===== config.mk =====
export PLATFORM = sky130hd
export DESIGN_NAME = load_store_unit
export DESIGN_NICKNAME = d
export VERILOG_FILES = /design/src/rtl/load_store_unit.sv
export SDC_FILE = /design/constraint.sdc
export NUM_CORES = 1
export LEC_CHECK = 0
export BUFFER_PORTS_ARGS = -buffer_cell sky130_fd_sc_hd__buf_4
export CAP_MARGIN = 20
export CORE_ASPECT_RATIO = 1.5
export CORE_MARGIN = 10
export CORE_UTILIZATION = 44
export CTS_CLUSTER_SIZE = 10
export DETAILED_ROUTE_END_ITERATION = 12
export PLACE_DENSITY = 0.87
export SYNTH_ARGS = -nofsm -noshare
export SYNTH_HDL_FRONTEND = slang
export SYNTH_SLANG_ARGS = --single-unit
export TNS_END_PERCENT = 30

===== constraint.sdc =====
create_clock -name clk -period 1.94 [get_ports clk]
set_input_delay 0.194 -clock clk [delete_from_list [all_inputs] [get_ports clk]]
set_output_delay 0.194 -clock clk [all_outputs]
set_load 0.005 [all_outputs]

===== src/rtl/load_store_unit.sv =====
// Load/store unit: single-outstanding data-memory access with a 3-state FSM and an ack timeout.
// Define MISALIGN_TRAP_EN to trap misaligned half/word accesses instead of silently aligning them.
module load_store_unit #(
    parameter int TIMEOUT_CYCLES = 16
) (
    input  logic        clk,
    input  logic        reset,
    input  logic        MemReadM,
    input  logic        MemWriteM,
    input  logic [2:0]  Funct3M,
    input  logic [31:0] ALUResultM,
    input  logic [31:0] WriteDataM,
    output logic        dmem_req,
    output logic        dmem_we,
    output logic [31:0] dmem_addr,
    output logic [31:0] dmem_wdata,
    output logic [3:0]  dmem_be,
    input  logic        dmem_ack,
    input  logic [31:0] dmem_rdata,
    output logic [31:0] ReadDataM,
    output logic        StallM,
    output logic        BusErrM,
    output logic        MisalignM
);

    localparam logic [1:0] S_IDLE = 2'd0;
    localparam logic [1:0] S_REQ  = 2'd1;
    localparam logic [1:0] S_DONE = 2'd2;

    localparam int CNT_W = $clog2(TIMEOUT_CYCLES + 1);

    logic [1:0]       r_state;
    logic [CNT_W-1:0] r_cnt;
    logic [1:0]       r_lane;
    logic             r_byte;
    logic             r_half;
    logic             r_unsigned;

    logic        w_access;
    logic        w_byte;
    logic        w_half;
    logic        w_trap;
    logic [1:0]  w_lane;
    logic [3:0]  w_be;
    logic [31:0] w_wdata;
    logic [31:0] w_shifted;
    logic [31:0] w_load;

    // Both strobes set means store; stores only know 000/001, loads add the unsigned 100/101.
    assign w_access = MemReadM | MemWriteM;
    assign w_byte   = (Funct3M == 3'b000) | (~MemWriteM & (Funct3M == 3'b100));
    assign w_half   = (Funct3M == 3'b001) | (~MemWriteM & (Funct3M == 3'b101));
    assign w_lane   = w_byte ? ALUResultM[1:0] : (w_half ? {ALUResultM[1], 1'b0} : 2'b00);

    always_comb begin
        w_be    = 4'b1111;
        w_wdata = WriteDataM;
        if (MemWriteM && w_byte) begin
            w_be    = 4'b0001 << w_lane;
            w_wdata = {4{WriteDataM[7:0]}};
        end else if (MemWriteM && w_half) begin
            w_be    = 4'b0011 << w_lane;
            w_wdata = {2{WriteDataM[15:0]}};
        end
    end

    assign w_shifted = dmem_rdata >> {r_lane, 3'b000};

    always_comb begin
        w_load = w_shifted;
        if (r_byte)
            w_load = {{24{~r_unsigned & w_shifted[7]}}, w_shifted[7:0]};
        else if (r_half)
            w_load = {{16{~r_unsigned & w_shifted[15]}}, w_shifted[15:0]};
    end

    always_comb begin
        case (r_state)
            S_IDLE:  StallM = w_access;
            S_REQ:   StallM = 1'b1;
            default: StallM = 1'b0;
        endcase
    end

`ifdef MISALIGN_TRAP_EN
    logic w_misalign;
    logic r_misalign;

    assign w_misalign = (w_half & ALUResultM[0]) | (~w_byte & ~w_half & (ALUResultM[1:0] != 2'b00));
    assign w_trap     = w_misalign;
    assign MisalignM  = r_misalign;

    always_ff @(posedge clk or negedge reset) begin
        if (!reset)
            r_misalign <= 1'b0;
        else
            r_misalign <= (r_state == S_IDLE) & w_access & w_misalign;
    end
`else
    assign w_trap    = 1'b0;
    assign MisalignM = 1'b0;
`endif

    // NOTE: sequential state uses non-blocking assignments so every register sees pre-edge values.
    always_ff @(posedge clk or negedge reset) begin
        if (!reset) begin
            r_state    <= S_IDLE;
            r_cnt      <= '0;
            r_lane     <= 2'b00;
            r_byte     <= 1'b0;
            r_half     <= 1'b0;
            r_unsigned <= 1'b0;
            dmem_req   <= 1'b0;
            dmem_we    <= 1'b0;
            dmem_addr  <= 32'h0;
            dmem_wdata <= 32'h0;
            dmem_be    <= 4'b0000;
            ReadDataM  <= 32'h0;
            BusErrM    <= 1'b0;
        end else begin
            BusErrM <= 1'b0;
            case (r_state)
                S_IDLE: begin
                    if (w_access && w_trap) begin
                        ReadDataM <= 32'h0;
                        r_state   <= S_DONE;
                    end else if (w_access) begin
                        dmem_req   <= 1'b1;
                        dmem_we    <= MemWriteM;
                        dmem_addr  <= {ALUResultM[31:2], 2'b00};
                        dmem_wdata <= w_wdata;
                        dmem_be    <= w_be;
                        r_lane     <= w_lane;
                        r_byte     <= w_byte;
                        r_half     <= w_half;
                        r_unsigned <= Funct3M[2];
                        r_cnt      <= '0;
                        r_state    <= S_REQ;
                    end
                end
                S_REQ: begin
                    // A late ack in the final allowed cycle still wins over the timeout.
                    if (dmem_ack) begin
                        dmem_req <= 1'b0;
                        if (!dmem_we)
                            ReadDataM <= w_load;
                        r_state <= S_DONE;
                    end else if (r_cnt == CNT_W'(TIMEOUT_CYCLES - 1)) begin
                        dmem_req  <= 1'b0;
                        ReadDataM <= 32'h0;
                        BusErrM   <= 1'b1;
                        r_state   <= S_DONE;
                    end else begin
                        r_cnt <= r_cnt + CNT_W'(1);
                    end
                end
                default: r_state <= S_IDLE;
            endcase
        end
    end

endmodule

==> results of run 1 <==
power groups by stage:
stage	Combinational (mW)	Clock, mW	Sequential [mW]
after global placement	4.82	0	4.10
after global routing	5.53	3.39	4.27
after detailed placement	4.95	0	4.13
after CTS	5.04	3.29	4.11
after floorplan	2.42	0	4.06
final	4.99	3.24	4.12
cells by family (layout without fill, tap and decap cells):
| kind of cell | Yosys count | in the layout | share of synthesized area [%] |
|---|---|---|---|
| other | 1 | 5 | 0.0700 |
| AOI/OAI and AO/OA | 105 | 105 | 14.2 |
| adders and majority gates | 4 | 4 | 0.935 |
| muxes | 60 | 60 | 11.5 |
| and+or+nand+nor | 208 | 208 | 15.6 |
| xor gates and xnor gates | 1 | 1 | 0.164 |
| DFF | 113 | 113 | 52.8 |
| buffers and inverters | 55 | 294 | 4.79 |
layout make-up:
type	count	area, um^2	area share, %
Antenna cell	2	5.00	0.0624
Clock buffer	26	529	6.60
Clock inverter	4	95.1	1.19
Inverter	11	41.3	0.515
Multi-Input combinational cell	381	2310	28.7
Sequential cell	113	2830	35.2
Tap cell	153	191	2.39
Timing Repair Buffer	253	2030	25.3
sequential cells by signal, indices dropped and copies added, names as in the netlist:
register and cells:
dmem_we 1, r_cnt 5, dmem_wdata 32, r_half 1
r_lane 2, dmem_req 1, dmem_be 4, ReadDataM 32
r_byte 1, dmem_addr 30, r_unsigned 1, r_state 2
BusErrM 1
stage by stage:
stage,hold slack (ps),util (%),power (mW),setup WS (ps),cells
floorplan,-102,-,6.48,101,549
global placement,15.5,59.1,8.91,110,879
detailed placement,16.2,59.1,9.08,55.4,879
CTS,9.14,66.9,12.4,58.9,940
global route,15.8,67.1,13.2,-51.0,943
finish,20.0,67.1,12.3,89.5,943
routing by layer:
metal  up-vias  track usage [%]
met4         0             7.84
li1       2327                -
met5         -                0
met3        26             7.86
met2       191             35.4
met1      2358             21.9
worst max-delay path: stages (launching register included):
cell	delay (ps)
dfrtp_1	390
ha_1	210
and3_1	200
ha_1	210
nor4b_2	270
buf_4	160
nand4_1	100
xor2_1	140
nor2_1	50
path summary, 6_finish.rpt:
kind	slack, ps	startpoint	depth (start not counted)	endpoint
worst max-delay path	90	r_cnt[1]$_DFFE_PN0P_	8	r_cnt[3]$_DFFE_PN0P_
worst min register to register	470	dmem_addr[25]$_DFFE_PN0P_	2	dmem_addr[25]$_DFFE_PN0P_
min in group asynchronous	140	reset	2	dmem_be[0]$_DFFE_PN0P_
worst min-delay path	20	dmem_ack	2	BusErrM$_DFF_PN0_
max in group asynchronous	1230	reset	3	dmem_addr[12]$_DFFE_PN0P_
worst max register to register	90	r_cnt[1]$_DFFE_PN0P_	8	r_cnt[3]$_DFFE_PN0P_
cell usage in the layout, fill, tap and decap left out, types with 2 or more instances in the layout:
cell type / n
buf_4: 218
nand2_1: 162
dfrtp_1: 113
mux2i_1: 57
o21ai_0: 35
o2bb2ai_1: 31
dlygate4sd3_1: 31
nor2_1: 29
a211oi_1: 17
clkbuf_16: 17
inv_1: 11
a221oi_1: 8
clkbuf_8: 7
a31oi_1: 4
ha_1: 4
buf_12: 4
a22o_1: 3
nor2b_1: 3
conb_1: 3
bufinv_16: 3
diode_2: 2
nor3b_1: 2
nand2b_1: 2
o22ai_1: 2
mux2_2: 2
clkbuf_1: 2
timing repair:
| action | 4_1_cts | 5_1_grt |
|---|---|---|
| resized for setup | 0 | 3 |
| setup buffers | 0 | 0 |
| hold endpoints to repair | 143 | 0 |
| endpoints found under the setup margin | 0 | 6 |
| hold buffers | 31 | 0 |
==> impl_metrics.py, run 1 <==
metrics = {
    "outcome": {
        "outcome": "completed",
    },
    "cts": {
        "clockBufferDepth": 2,
        "cts_sinks": 113,
        "clkTransAtPathRegs_ps": 50,
        "cts_tree": "done",
        "clock-root-buffer": "clkbuf_16",
        "numCtsBuffers": 17,
        "worstSkewPairLatency_ps": 400,
        "cts_max_level": 4,
    },
    "synthesis": {
        "async_flop_share_pct": 100,
        "ys_ff_latch": 113,
        "yosysWarnings": 0,
        "syn_area_mm2": 0.00535,
        "syn_avg_cell_area_um2": 9.79,
        "synth_top_area_share_pct": 52.8,
        "ys_types": 36,
        "yosys.area.top_type": "dfrtp_1",
        "netlist_top_cells_area": "dfrtp_1 53%, nand2_1 11%, mux2i_1 11%",
        "synth_flop_cell": "dfrtp_1",
        "yosysSeqAreaShare_pct": 52.8,
        "yosys.cell_count.top_type": "nand2_1",
        "synth-edff-count": 0,
        "synth_common_cells": "163 x nand2_1, 113 x dfrtp_1, 57 x mux2i_1",
        "netlist_instances": 547,
    },
    "grt": {
        "grt_pass1_vias": 5234,
        "track_usage_pct": 20.6,
        "overflow": 0,
        "grt_max_degree": 74,
        "antenna_found_initial": 2,
        "grt_pass1_wl_mm": 27.6,
    },
    "power_and_ir_drop": {
        "pwr-share-comb_pct": 40.4,
        "p_clk_share_pct": 26.2,
        "p_leak_nw": 3.96,
        "p_per_area_mw_per_mm2": 1540,
        "p_sw_share_pct": 33.8,
        "pwr-share-seq_pct": 33.4,
        "switchingPower_mw": 4.18,
        "internal_power_mw": 8.17,
        "peakVddDrop_mv": 0.882,
    },
    "run": {
        "drv_cap": 0,
    },
    "floorplan": {
        "coreArea_mm2": 0.0120,
        "start_util_pct": 44.8,
        "die_x_um": 110,
        "num_rows": 49,
        "die_h_um": 155,
        "io_pins": 209,
        "die-area_mm2": 0.0171,
    },
    "final_layout": {
        "final_layout_size_suffix_gt1_share_pct": 33.5,
        "fill_cells": 908,
        "nNetsFinal": 885,
        "finalInstanceArea_mm2": 0.00802,
        "areaGrowthSynthToFinish_pct": 49.8,
    },
    "sta": {
        "hold_viol": 0,
        "rsz0062_at_grt": "yes",
        "setup-tns-final_ps": 0,
        "post-route-min-period_ps": 1850,
        "clock.fmax_ghz": 0.540,
        "setup_viol": 0,
        "max_slew_margin_pct": 42.4,
        "worst_pin_slew_ps": 864,
        "fin_worst_skew_ps": 10.2,
        "slew_violations": 0,
        "period_share_pct": 95.4,
    },
    "place": {
        "place_hpwl_mm": 12.5,
        "routabilityCongestion": 0.853,
        "numPortBuffers": 205,
        "place_area_mm2": 0.00706,
    },
    "detailed_routing": {
        "routed_wirelength_mm": 17.4,
        "vias": 4902,
        "viasPerCell": 5.20,
        "wl_per_cell_um": 18.5,
        "wl_met1_mm": 6.17,
        "dr.pass1.iters": 4,
        "drt_iter0_markers": 265,
        "top_layer": "met4",
        "dr_wl_met2_mm": 9.15,
        "wl_met3_mm": 1.73,
        "drc_errors": 0,
        "ant_nets": 0,
    },
    "critical_path": {
        "endpoint_kind": "flop",
        "start_kind": "flop",
        "cp.required_ps": 2220,
        "cp_max_fo": 3,
        "arrival_ps": 2130,
        "crit_type": "flop to flop",
    },
    "worst_hold_path": {
        "min-delay-path-class": "input port to flop",
    },
}
Power figures use the tool's default switching activity.
==> run 2: changes to the inputs <==
--- a/config.mk
+++ b/config.mk
@@ -7,7 +7,7 @@
 export LEC_CHECK = 0
 export BUFFER_PORTS_ARGS = -buffer_cell sky130_fd_sc_hd__buf_4
 export CAP_MARGIN = 20
-export CORE_ASPECT_RATIO = 1.5
+export CORE_ASPECT_RATIO = 0.8
 export CORE_MARGIN = 10
 export CORE_UTILIZATION = 44
 export CTS_CLUSTER_SIZE = 10
==> run 2 against run 1 <==
Clock power down 2%; global-route usage down 0.45 points; die area down 0.37%; sequential share of layout area up 0.35 points; critical endpoint unchanged; largest power group unchanged.
==> impl_metrics.py, run 2 (synthesized netlist as in run 1, its figures left out) <==
metrics = {
    "detailed_routing": {
        "ant_nets": 0,
        "routed_wirelength_mm": 17.4,
        "drc_errors": 0,
        "vias": 4867,
        "drt_iter0_markers": 327,
        "wl_per_cell_um": 18.7,
        "dr.pass1.iters": 4,
        "viasPerCell": 5.23,
    },
    "place": {
        "place_hpwl_mm": 12.5,
        "routabilityCongestion": 0.890,
        "place_area_mm2": 0.00699,
        "numPortBuffers": 205,
    },
    "grt": {
        "grt_max_degree": 114,
        "overflow": 0,
        "track_usage_pct": 20.1,
        "grt_pass1_wl_mm": 27.5,
        "antenna_found_initial": 0,
        "grt_pass1_vias": 5098,
    },
    "final_layout": {
        "areaGrowthSynthToFinish_pct": 48.4,
        "fill_cells": 864,
        "final_layout_size_suffix_gt1_share_pct": 33.6,
        "layout_common_cells": "212 x buf_4, 161 x nand2_1, 113 x dfrtp_1, 57 x mux2i_1, 35 x o21ai_0",
        "diodes": 0,
        "finalInstanceArea_mm2": 0.00794,
        "final_util_pct": 67.9,
        "reg_top3": "ReadDataM (32), dmem_wdata (32), dmem_addr (30)",
        "final_common_cell": "buf_4",
        "multiInputGateArea_mm2": 0.00232,
        "seq_area_mm2": 0.00283,
        "nNetsFinal": 878,
    },
    "critical_path": {
        "cp.required_ps": 2210,
        "start_kind": "flop",
        "endpoint_kind": "flop",
        "arrival_ps": 2140,
        "cp_max_fo": 3,
        "crit_type": "flop to flop",
    },
    "floorplan": {
        "coreArea_mm2": 0.0117,
        "io_pins": 209,
        "start_util_pct": 45.8,
        "num_rows": 35,
        "die_h_um": 119,
        "die_x_um": 143,
        "die-area_mm2": 0.0170,
    },
    "power_and_ir_drop": {
        "pwr-share-comb_pct": 40.0,
        "pwr-share-seq_pct": 34.2,
        "p_per_area_mw_per_mm2": 1540,
        "p_sw_share_pct": 35.1,
        "peakVddDrop_mv": 0.856,
        "power_mw": 12.2,
        "p_leak_nw": 3.89,
        "p_clk_share_pct": 25.8,
        "internal_power_mw": 7.93,
        "switchingPower_mw": 4.28,
    },
    "worst_hold_path": {
        "min-delay-path-class": "input port to flop",
    },
    "cts": {
        "cts_sinks": 113,
        "clock-root-buffer": "clkbuf_16",
        "cts_max_level": 4,
        "worstSkewPairLatency_ps": 410,
        "numCtsBuffers": 17,
        "clockBufferDepth": 2,
        "clkTransAtPathRegs_ps": 50,
        "cts_tree": "done",
    },
    "sta": {
        "slew_violations": 0,
        "post-route-min-period_ps": 1870,
        "setup_viol": 0,
        "period_share_pct": 96.5,
        "hold_viol": 0,
        "rsz0062_at_grt": "no",
        "worst_pin_slew_ps": 1020,
        "clock.fmax_ghz": 0.534,
        "max_slew_margin_pct": 31.7,
        "fin_worst_skew_ps": 11.4,
    },
    "outcome": {
        "outcome": "completed",
    },
    "run": {
        "drv_cap": 0,
    },
}
[run 2: cell types whose count changed in the layout (fill, tap and decap cells not counted), sizes merged]
cell      before  now
buf          222  215
clkbuf        26   19
clkinvlp       0    6
clkinv         1    4
diode          2    0
[run 2: power groups by stage]
stage	registers, mW	logic, mW	clock network (mW)
2_1_floorplan	4.06	2.42	0
3_3_place_gp	4.11	4.66	0
3_5_place_dp	4.16	4.85	0
4_1_cts	4.16	4.92	3.21
5_1_grt	4.29	5.39	3.31
6_report	4.17	4.88	3.16
[run 2: what timing repair did]
action | CTS | global route
setup buffers | 1 | 0
hold endpoints to repair | 143 | 0
resized for setup | 3 | 4
hold buffers | 31 | 0
endpoints found under the setup margin | 3 | 33
pin swaps | 2 | 3
[run 2: layout make-up]
cell class / instances / area share (%)
well taps: 148 / 2.33
multi-input cells: 381 / 29.2
flip-flops and latches: 113 / 35.6
clock buffers: 19 / 5.58
repair buffers: 246 / 24.7
inverters: 11 / 0.520
clock inverters: 13 / 2.05
[run 2: through the flow]
step                setup TNS, ps  cells  setup WS, ps  hold WS (ps)
floorplan                       0    549           101          -102
global placement                0    867          19.1           313
detailed placement           -429    867          -242           321
CTS                             0    931          1.69          9.30
global route                    0    931          4.67          18.6
finish                          0    931          68.8          26.2
[run 2: layer usage]
| layer | vias up | track usage [%] | share of wire [%] |
|---|---|---|---|
| met2 | 186 | 33.1 | 49 |
| met5 | - | 0 | 0 |
| li1 | 2321 | - | - |
| met4 | 0 | 7.13 | 2.1 |
| met1 | 2330 | 23.8 | 40 |
| met3 | 30 | 6.92 | 8.8 |
[run 2: worst max-delay path, stage by stage (launching register included)]
cell and delay (ps):
dfrtp_1 410, ha_2 210, and3_1 180, ha_2 200
nor4b_4 340, nand4_1 200, xor2_1 160, nor2_1 50
[run 2: path summary, 6_finish.rpt]
kind,startpoint,end,slack (ps),depth (start not counted)
max in group asynchronous,reset,dmem_wdata[1]$_DFFE_PN0P_,1040,3
worst max register to register,r_cnt[1]$_DFFE_PN0P_,r_cnt[3]$_DFFE_PN0P_,70,7
worst min register to register,dmem_addr[31]$_DFFE_PN0P_,dmem_addr[31]$_DFFE_PN0P_,470,2
min in group asynchronous,reset,ReadDataM[19]$_DFFE_PN0P_,380,3
worst max-delay path,r_cnt[1]$_DFFE_PN0P_,r_cnt[3]$_DFFE_PN0P_,70,7
worst min-delay path,dmem_ack,BusErrM$_DFF_PN0_,30,2
